**src/rtl/menu_select_if.sv**
```systemverilog
// menu_select_if: button/CPU-status bundle between the menu controller and its environment
// master: drives up_btn, down_btn, select_btn, cpu_halted; reads sel_index, selection_done, mode, cpu_rst_n
// slave: the controller side, the mirror of master
interface menu_select_if #(
  parameter int OPT_W = 2
);
  logic             up_btn;
  logic             down_btn;
  logic             select_btn;
  logic             cpu_halted;
  logic [OPT_W-1:0] sel_index;
  logic             selection_done;
  logic             mode;
  logic             cpu_rst_n;
  modport master (
    output up_btn, down_btn, select_btn, cpu_halted,
    input  sel_index, selection_done, mode, cpu_rst_n
  );
  modport slave (
    input  up_btn, down_btn, select_btn, cpu_halted,
    output sel_index, selection_done, mode, cpu_rst_n
  );
endinterface

```
**src/rtl/menu_select_ctrl.sv**
```systemverilog
// menu_select_ctrl: debounced button menu that picks a program, holds the CPU in reset while arming, then runs it
// clk: system clock; rst: asynchronous active-low reset
// bus (slave): raw buttons and cpu_halted in; sel_index, selection_done, mode, cpu_rst_n out (all registered)
module menu_select_ctrl #(
  parameter int DEBOUNCE_CYCLES = 500000,
  parameter int NUM_OPTIONS     = 4,
  parameter int OPT_W           = 2
) (
  input logic          clk,
  input logic          rst,
  menu_select_if.slave bus
);
  localparam int CW = $clog2(DEBOUNCE_CYCLES + 1);
  localparam logic [OPT_W-1:0] LAST = OPT_W'(NUM_OPTIONS - 1);
  typedef enum logic [1:0] {SELECT, ARM, RUN, DONE} state_t;
  logic [2:0] w_raw, r_s1, r_s2, w_deb, r_deb_d, r_ev;
  logic       w_up, w_dn, w_sel;
  assign w_raw = {bus.select_btn, bus.down_btn, bus.up_btn};
  always_ff @(posedge clk or negedge rst)
    if (!rst) begin
      r_s1    <= '0;
      r_s2    <= '0;
      r_deb_d <= '0;
      r_ev    <= '0;
    end else begin
      r_s1    <= w_raw;
      r_s2    <= r_s1;
      r_deb_d <= w_deb;
      r_ev    <= w_deb & ~r_deb_d;
    end
  for (genvar b = 0; b < 3; b++) begin : g_deb
    logic [CW-1:0] r_cnt;
    logic          r_lvl;
    assign w_deb[b] = r_lvl;
    always_ff @(posedge clk or negedge rst)
      if (!rst) begin
        r_cnt <= '0;
        r_lvl <= 1'b0;
      end else if (r_s2[b] == r_lvl) r_cnt <= '0;
      else if (r_cnt == CW'(DEBOUNCE_CYCLES - 1)) begin
        r_cnt <= '0;
        r_lvl <= ~r_lvl;
      end else r_cnt <= r_cnt + 1'b1;
  end
  assign w_up  = r_ev[0];
  assign w_dn  = r_ev[1];
  assign w_sel = r_ev[2];
  state_t           r_state, w_nxt;
  logic [1:0]       r_arm;
  logic [OPT_W-1:0] r_idx, w_idx;
  logic             w_done, w_mode, w_crst, r_done, r_mode, r_crst;
  always_ff @(posedge clk or negedge rst)
    if (!rst) begin
      r_state <= SELECT;
      r_arm   <= '0;
      r_idx   <= '0;
    end else begin
      r_state <= w_nxt;
      r_arm   <= (r_state == ARM) ? r_arm + 2'd1 : 2'd0;
      r_idx   <= w_idx;
    end
  // select outranks cpu_halted in RUN so a simultaneous abort wins
  always_comb begin
    w_nxt = r_state == SELECT ? (w_sel ? ARM : SELECT)
          : r_state == ARM    ? (r_arm == 2'd3 ? RUN : ARM)
          : w_sel             ? SELECT
          : (r_state == RUN && bus.cpu_halted) ? DONE : r_state;
    w_idx = (r_state != SELECT || w_sel || w_up == w_dn) ? r_idx
          : w_up ? (r_idx == LAST ? '0 : r_idx + 1'b1)
          : (r_idx == '0 ? LAST : r_idx - 1'b1);
  end
  // outputs decoded from the next state so the registered copies line up with r_state
  always_comb begin
    w_mode = w_nxt == RUN;
    w_crst = w_nxt == RUN || w_nxt == DONE;
    w_done = w_nxt == ARM || w_nxt == DONE;
  end
  always_ff @(posedge clk or negedge rst)
    if (!rst) begin
      r_mode <= 1'b0;
      r_crst <= 1'b0;
      r_done <= 1'b0;
    end else begin
      r_mode <= w_mode;
      r_crst <= w_crst;
      r_done <= w_done;
    end
  assign bus.sel_index      = r_idx;
  assign bus.mode           = r_mode;
  assign bus.cpu_rst_n      = r_crst;
  assign bus.selection_done = r_done;
endmodule

```
**src/flat_wrapper.sv**
```systemverilog
// flat-port wrapper written by rule: the top's interface ports become plain ports
module menu_select_ctrl_flat 
#(
  parameter int DEBOUNCE_CYCLES = 500000,
  parameter int NUM_OPTIONS     = 4,
  parameter int OPT_W           = 2
)
  (clk, rst, bus_up_btn, bus_down_btn, bus_select_btn, bus_cpu_halted, bus_sel_index, bus_selection_done, bus_mode, bus_cpu_rst_n);
  menu_select_if #(.OPT_W(OPT_W)) bus_i ();
  input logic clk;
  input logic rst;
  input wire logic [$bits(bus_i.up_btn)-1:0] bus_up_btn;
  input wire logic [$bits(bus_i.down_btn)-1:0] bus_down_btn;
  input wire logic [$bits(bus_i.select_btn)-1:0] bus_select_btn;
  input wire logic [$bits(bus_i.cpu_halted)-1:0] bus_cpu_halted;
  output wire logic [$bits(bus_i.sel_index)-1:0] bus_sel_index;
  output wire logic [$bits(bus_i.selection_done)-1:0] bus_selection_done;
  output wire logic [$bits(bus_i.mode)-1:0] bus_mode;
  output wire logic [$bits(bus_i.cpu_rst_n)-1:0] bus_cpu_rst_n;
  assign bus_i.up_btn = bus_up_btn;
  assign bus_i.down_btn = bus_down_btn;
  assign bus_i.select_btn = bus_select_btn;
  assign bus_i.cpu_halted = bus_cpu_halted;
  assign bus_sel_index = bus_i.sel_index;
  assign bus_selection_done = bus_i.selection_done;
  assign bus_mode = bus_i.mode;
  assign bus_cpu_rst_n = bus_i.cpu_rst_n;
  menu_select_ctrl #(.DEBOUNCE_CYCLES(DEBOUNCE_CYCLES), .NUM_OPTIONS(NUM_OPTIONS), .OPT_W(OPT_W)) u_core (.clk(clk), .rst(rst), .bus(bus_i));
endmodule
```
**config.mk**
```make
export PLATFORM = sky130hd
export DESIGN_NAME = menu_select_ctrl_flat
export DESIGN_NICKNAME = d
export VERILOG_FILES = /design/src/rtl/menu_select_if.sv /design/src/rtl/menu_select_ctrl.sv /design/src/flat_wrapper.sv
export SDC_FILE = /design/constraint.sdc
export NUM_CORES = 1
export LEC_CHECK = 0
export CORE_ASPECT_RATIO = 1.4
export CORE_MARGIN = 2
export CORE_UTILIZATION = 40
export DETAILED_ROUTE_END_ITERATION = 7
export PLACE_DENSITY = 0.53
export RECOVER_POWER = 100
export SETUP_SLACK_MARGIN = 0.02
export SLEW_MARGIN = 15
export SYNTH_ARGS = -nofsm -noshare
export SYNTH_HDL_FRONTEND = slang
export SYNTH_SLANG_ARGS = --single-unit
```
**constraint.sdc**
```tcl
create_clock -name clk -period 2.7 [get_ports clk]
set_input_delay 0.81 -clock clk [delete_from_list [all_inputs] [get_ports clk]]
set_output_delay 0.81 -clock clk [all_outputs]
set_load 0.02 [all_outputs]
```
# [After elaboration in Yosys (flattened, before gate mapping)]
# Cells that the tools add are included.
[totals] register_bits=81 inputBits=6 output_inout_bits=5 word_cells=71
[classes] n_addsub=6 eq_ne=14 muxes=16 bitwise_logic=8 reduce_logical=11
[op_table] operator="$mux W19" n=6
[op_table] operator="$add A19 B1 Y19 const B" n=3
[op_table] operator="$eq A19 B19 Y1 const B" n=3
[op_table] operator="$mux W2" n=9
[op_table] operator="$eq A2 B2 Y1 const B" n=5
[op_table] operator="$not A1 Y1" n=6
[op_table] operator="$reduce_and A2 Y1" n=3
[op_table] operator="$add A2 B1 Y2 const B" n=2
[op_table] operator="$eq A1 B1 Y1" n=4
[op_table] operator="$eq A2 B1 Y1 const B" n=2
[op_table] operator="$logic_not A2 Y1" n=2
[op_table] operator="$logic_or A1 B1 Y1" n=4
[op_table] operator="$and A3 B3 Y3" n=1
[op_table] operator="$not A3 Y3" n=1
[op_table] operator="$reduce_bool A2 Y1" n=1
[op_table] operator="$sub A2 B1 Y2 const B" n=1
[op_table] operator="$logic_and A1 B1 Y1" n=1
[op_table] operator="$mux W1" n=1

# [Logic depth before layout (Yosys ltp)]
[logic_depth] word_depth=8 mapped_depth=6 depth_no_buf=6

# [Worst setup path after synthesis]
# Ideal clock, no wire load.
[synth_path] kind="reg2reg" start="reg u_core.g_deb[1].r_cnt[0]" end="reg u_core.g_deb[1].r_cnt[16]" setup_time_ps=78 arrival_ps=1781 t_required_ps=2622 setup_slack_ps=841 path_stages_with_launch=6 n_path_buf=0 synth_period_minus_slack_ps=1859 path_cell_list="dfrtp_1 > ha_1 > nand4_4 > or4_4 > or3_1 > a21oi_1"
[synth_between] elab_chain_cells=3 word_cells_on_any_way=4 cone_classes="add/sub: 1; eq/ne: 1; mux: 2"
[synth_lines] item="from (decl)" line="menu_select_ctrl.sv:32" source="logic [CW-1:0] r_cnt;"
[synth_lines] item="from (signal assigned)" line="menu_select_ctrl.sv:43" source="end else r_cnt <= r_cnt + 1'b1;"
[synth_lines] item="$add A19 B1 Y19 or $eq A19 B19 Y1 (tied branches)" line="menu_select_ctrl.sv:43, menu_select_ctrl.sv:40"
[synth_lines] item="$mux W19 (*)" line="menu_select_ctrl.sv:40" source="else if (r_cnt == CW'(DEBOUNCE_CYCLES - 1)) begin"
[synth_lines] item="$mux W19 (*)" line="menu_select_ctrl.sv:39" source="end else if (r_s2[b] == r_lvl) r_cnt <= '0;"
# Mark *: on every way between the ends. The rest lies on a longest branch, timed or not.
# A chain may end at the register's enable or synchronous reset.

# [Final worst setup path]
[layout_path] start="reg u_core.r_idx[1] (netlist: u_core.bus.sel_index[1])" end="out bus_sel_index[1]"
[layout_lines] item="from (decl)" line="menu_select_ctrl.sv:50" source="logic [OPT_W-1:0] r_idx, w_idx;"
[layout_lines] item="from (signal assigned)" line="menu_select_ctrl.sv:60" source="r_idx <= w_idx;"
[layout_lines] item="to (decl)" line="flat_wrapper.sv:16" source="output wire logic [$bits(bus_i.sel_index)-1:0] bus_sel_index;"
# No word-level cell between the ends.

==> impl_results.md <==
- Hold Vio Cnt, Final: 0
- DR vias: 2628
- Gpl congestion: 0.785
- Synth-to-layout area growth: 11.3%
- Leading area contributor after synthesis: dfrtp_1
- Slew margin rel.: 28.8%
- Slowest cell delay on critical path: 0.70 ns
- DRT iter0 DRCs: 140
- Internal power: 1900 uW
- RR Startpoint: u_core.g_deb[2].r_cnt[14]
- WP data arrival: 1.46 ns
- Grt ovf: 0
- Synth Area in XOR/XNOR: 9.67%
- Pre-antenna DRT Iters: 4
- Synth Register Bits: 80
- Netlist cell types: 41
- Min cycle time layout: 2.27 ns
- Setup TNS Final: 0 ns
- Core area: 0.00935 mm^2
- Post-Syn Area per Cell: 10.5 um^2
- Row count: 42
- Bufs on Longest Clock Path: 2
- CP Capture Type: output pin
- Post-synth EDFFs: 0
- HPWL after detailed placement: 4810 um
- Top FF cell, synth: dfrtp_1
- Slowest-stage cell, CP: dlygate4sd3_1
- Vias/cell: 5.33
- Pwr Total: 2410 uW
- Worst path bufs/invs: 1
- Synth Net Count: 374
- DR WL/cell: 13.7 um
- Clk sink count: 80
- Vias in the first global route: 2687
- Sw power: 514 uW
- Pwr dens: 570 mW/mm^2
- Pin count of the biggest net entering global routing: 43
- Sw frac: 21.3%
- Synth Instances: 362
- # resized after CTS: 0
- # hold bufs at CTS: 0
- Maxcap violations: 0
- Clock Power Share: 46.2%
- I/O pin cnt: 11
- Syn. warnings: 0
- Min-Delay Path Class: reg -> reg
- GRT Total Usage: 15.5%
- Post-route cell area: 0.00424 mm^2
- CTS tree: yes
- Async SR Flop Fraction: 100%
- Antenna violations before repair: 0
- Post-synthesis sequential area ratio: 52.6%
- Adder-Cell Fraction of Synth Area: 1.97%
- Die H: 119 um
- Clock transition at path regs: 0.06 ns
- Sequential share of power: 50.9%
- VDD IR-drop max: 290 uV
- Status: completed
- Inserted Clock Buffers: 9
- Leak: 0.00176 uW
- ANT nets after route: 0
- CTS H-tree depth: 3
- Simple-gate share of the synthesized area: 25.2%
- Drt drc: 0
- Die W: 86.4 um
- RSZ-0062 raised after global routing: no
- Total Wirelength: 6760 um
- Dpl cell area: 0.00404 mm^2
- Critical path data required time: 1.89 ns
- Worst Tran Pin Value: 1.07 ns
- Clk_skew: 0.00736 ns
- # nets final: 391
- Syn Std Cell Area: 0.00380 mm^2
- Worst-path fanout max: 6
- Setup CP Type: reg -> out
- Yosys top cell area share: 52.6%
- Mux share of post-synthesis cell area: 1.68%
- Global-route wire length before repair: 12500 um
- Critical path, cell by cell: dlygate4sd3_1
- Synth area leaders: dfrtp_1 53%, xnor2_1 5.8%, nor2_1 4.7%
- Diodes inserted: 0
- Die area: 0.0103 mm^2
- CP startpoint: u_core.bus.sel_index[1]
- Crit path max-delay family: buffers and inverters
- Number of port buffers: 10
- Largest family of logic cells by synthesized area: simple AND/OR/NAND/NOR gates
- Hold_sp: u_core.r_s1[0]
- Compound-Gate Fraction of Synth Area: 6.84%
- Final critical-path share of the clock period: 84.1%
- # setup viols final: 0
- Pins Over Slew Limit: 0
- Clk Tree Root Cell: clkbuf_16
- Ratio of cells with drive above 1 in the final layout: 7.57%
- Critical Path Start Type: flip-flop
- Fmax: 441 MHz
- Clk_lat worst skew: 0.34 ns
- Combinational Power Share: 2.9%
- Post-CTS Setup Inserts: 0
- Initial Util: 40.7%
==> path summary, 6_finish.rpt <==
kind                                             endpoint  slack [ns]  cells past startpoint
worst max-delay path                     bus_sel_index[1]        0.43                      1
worst min-delay path                       u_core.r_s2[0]        0.35                      0
worst max register to register  u_core.g_deb[2].r_cnt[12]        0.49                      5
worst min register to register             u_core.r_s2[0]        0.35                      0
max in group asynchronous        u_core.g_deb[2].r_cnt[7]        0.69                      2
min in group asynchronous               u_core.r_state[0]        0.65                      1
==> through the flow <==
stage	instances	util, %	setup WS [ns]	hold slack [ns]
global placement	478	43.2	0.748	0.333
global route	493	45.3	0.223	0.357
finish	493	45.3	0.430	0.347
floorplan	362	-	0.841	0.331
detailed placement	478	43.2	0.708	0.335
CTS	493	46.1	0.462	0.348
==> placed cells by master (no fill, tap or decap), types with 7 or more instances in the layout <==
cell type       n
dlygate4sd3_1   9
nor2_1         48
xnor2_1        25
or3_1           8
nand4_1        14
nor2b_1         7
o21ai_0        12
clkbuf_16       9
nor3_1          8
nand3_1        23
nor4_1         12
dfrtp_1        80
nand2_1        22
inv_1           8
a21oi_1        14
xor2_1         17
==> registers in the layout, summed over array words and instances (netlist names), 2 cells and up <==
register / flops
u_core.r_s1: 3
u_core.g_deb.r_cnt: 57
u_core.r_ev: 3
u_core.bus.sel_index: 2
u_core.r_arm: 2
u_core.g_deb.r_lvl: 3
u_core.r_s2: 3
u_core.r_state: 2
u_core.r_deb_d: 3
==> power by group through the flow <==
stage | Combinational, uW | Sequential (uW) | Clock [uW]
after floorplan | 35.2 | 1250 | 0
after global placement | 79.0 | 1250 | 0
after detailed placement | 80.0 | 1250 | 0
after CTS | 80.5 | 1230 | 1150
after global routing | 83.7 | 1230 | 1210
final | 70.2 | 1230 | 1110
==> layer usage <==
| metal | part of all wire, % | vias to the layer above | GRT usage, % |
|---|---|---|---|
| li1 | - | 1315 | - |
| met1 | 46 | 1282 | 19.2 |
| met2 | 49 | 23 | 25.0 |
| met3 | 2.7 | 8 | 4.02 |
| met4 | 1.9 | 0 | 7.03 |
| met5 | 0 | - | 0 |
==> synthesized netlist by cell type (2+ instances only) <==
master,number
dfrtp_1,80
nor2_1,48
xnor2_1,25
nand3_1,23
nand2_1,22
xor2_1,17
a21oi_1,14
nand4_1,13
o21ai_0,12
nor4_1,11
inv_1,8
nor3_1,8
or3_1,8
nor2b_1,7
and4_1,6
ha_1,6
and2_1,4
and3_1,4
buf_2,4
clkbuf_1,4
or4_1,4
mux2_2,3
mux2i_1,3
nor3b_1,3
nor4b_1,3
o31ai_1,3
o41ai_4,3
a211o_1,2
or2_2,2
==> area by class of cell <==
type / instances / area (um^2)
clock buffer: 12 / 256
inverter: 8 / 30.0
tap: 110 / 138
multi-input combinational: 264 / 1660
timing repair buffer: 16 / 130
clock inverter: 3 / 17.5
fill: 903 / 5120
sequential: 80 / 2000
==> kinds of logic (layout without fill, tap and decap cells) <==
logic type      Yosys count  in the layout
xor+xnor                 42             42
fa+ha+maj                 6              6
buf+inv                  18             39
flops                    80             80
mux                       6              6
compound gates           35             35
simple gates            175            175
(Power assumes the default switching activity.)
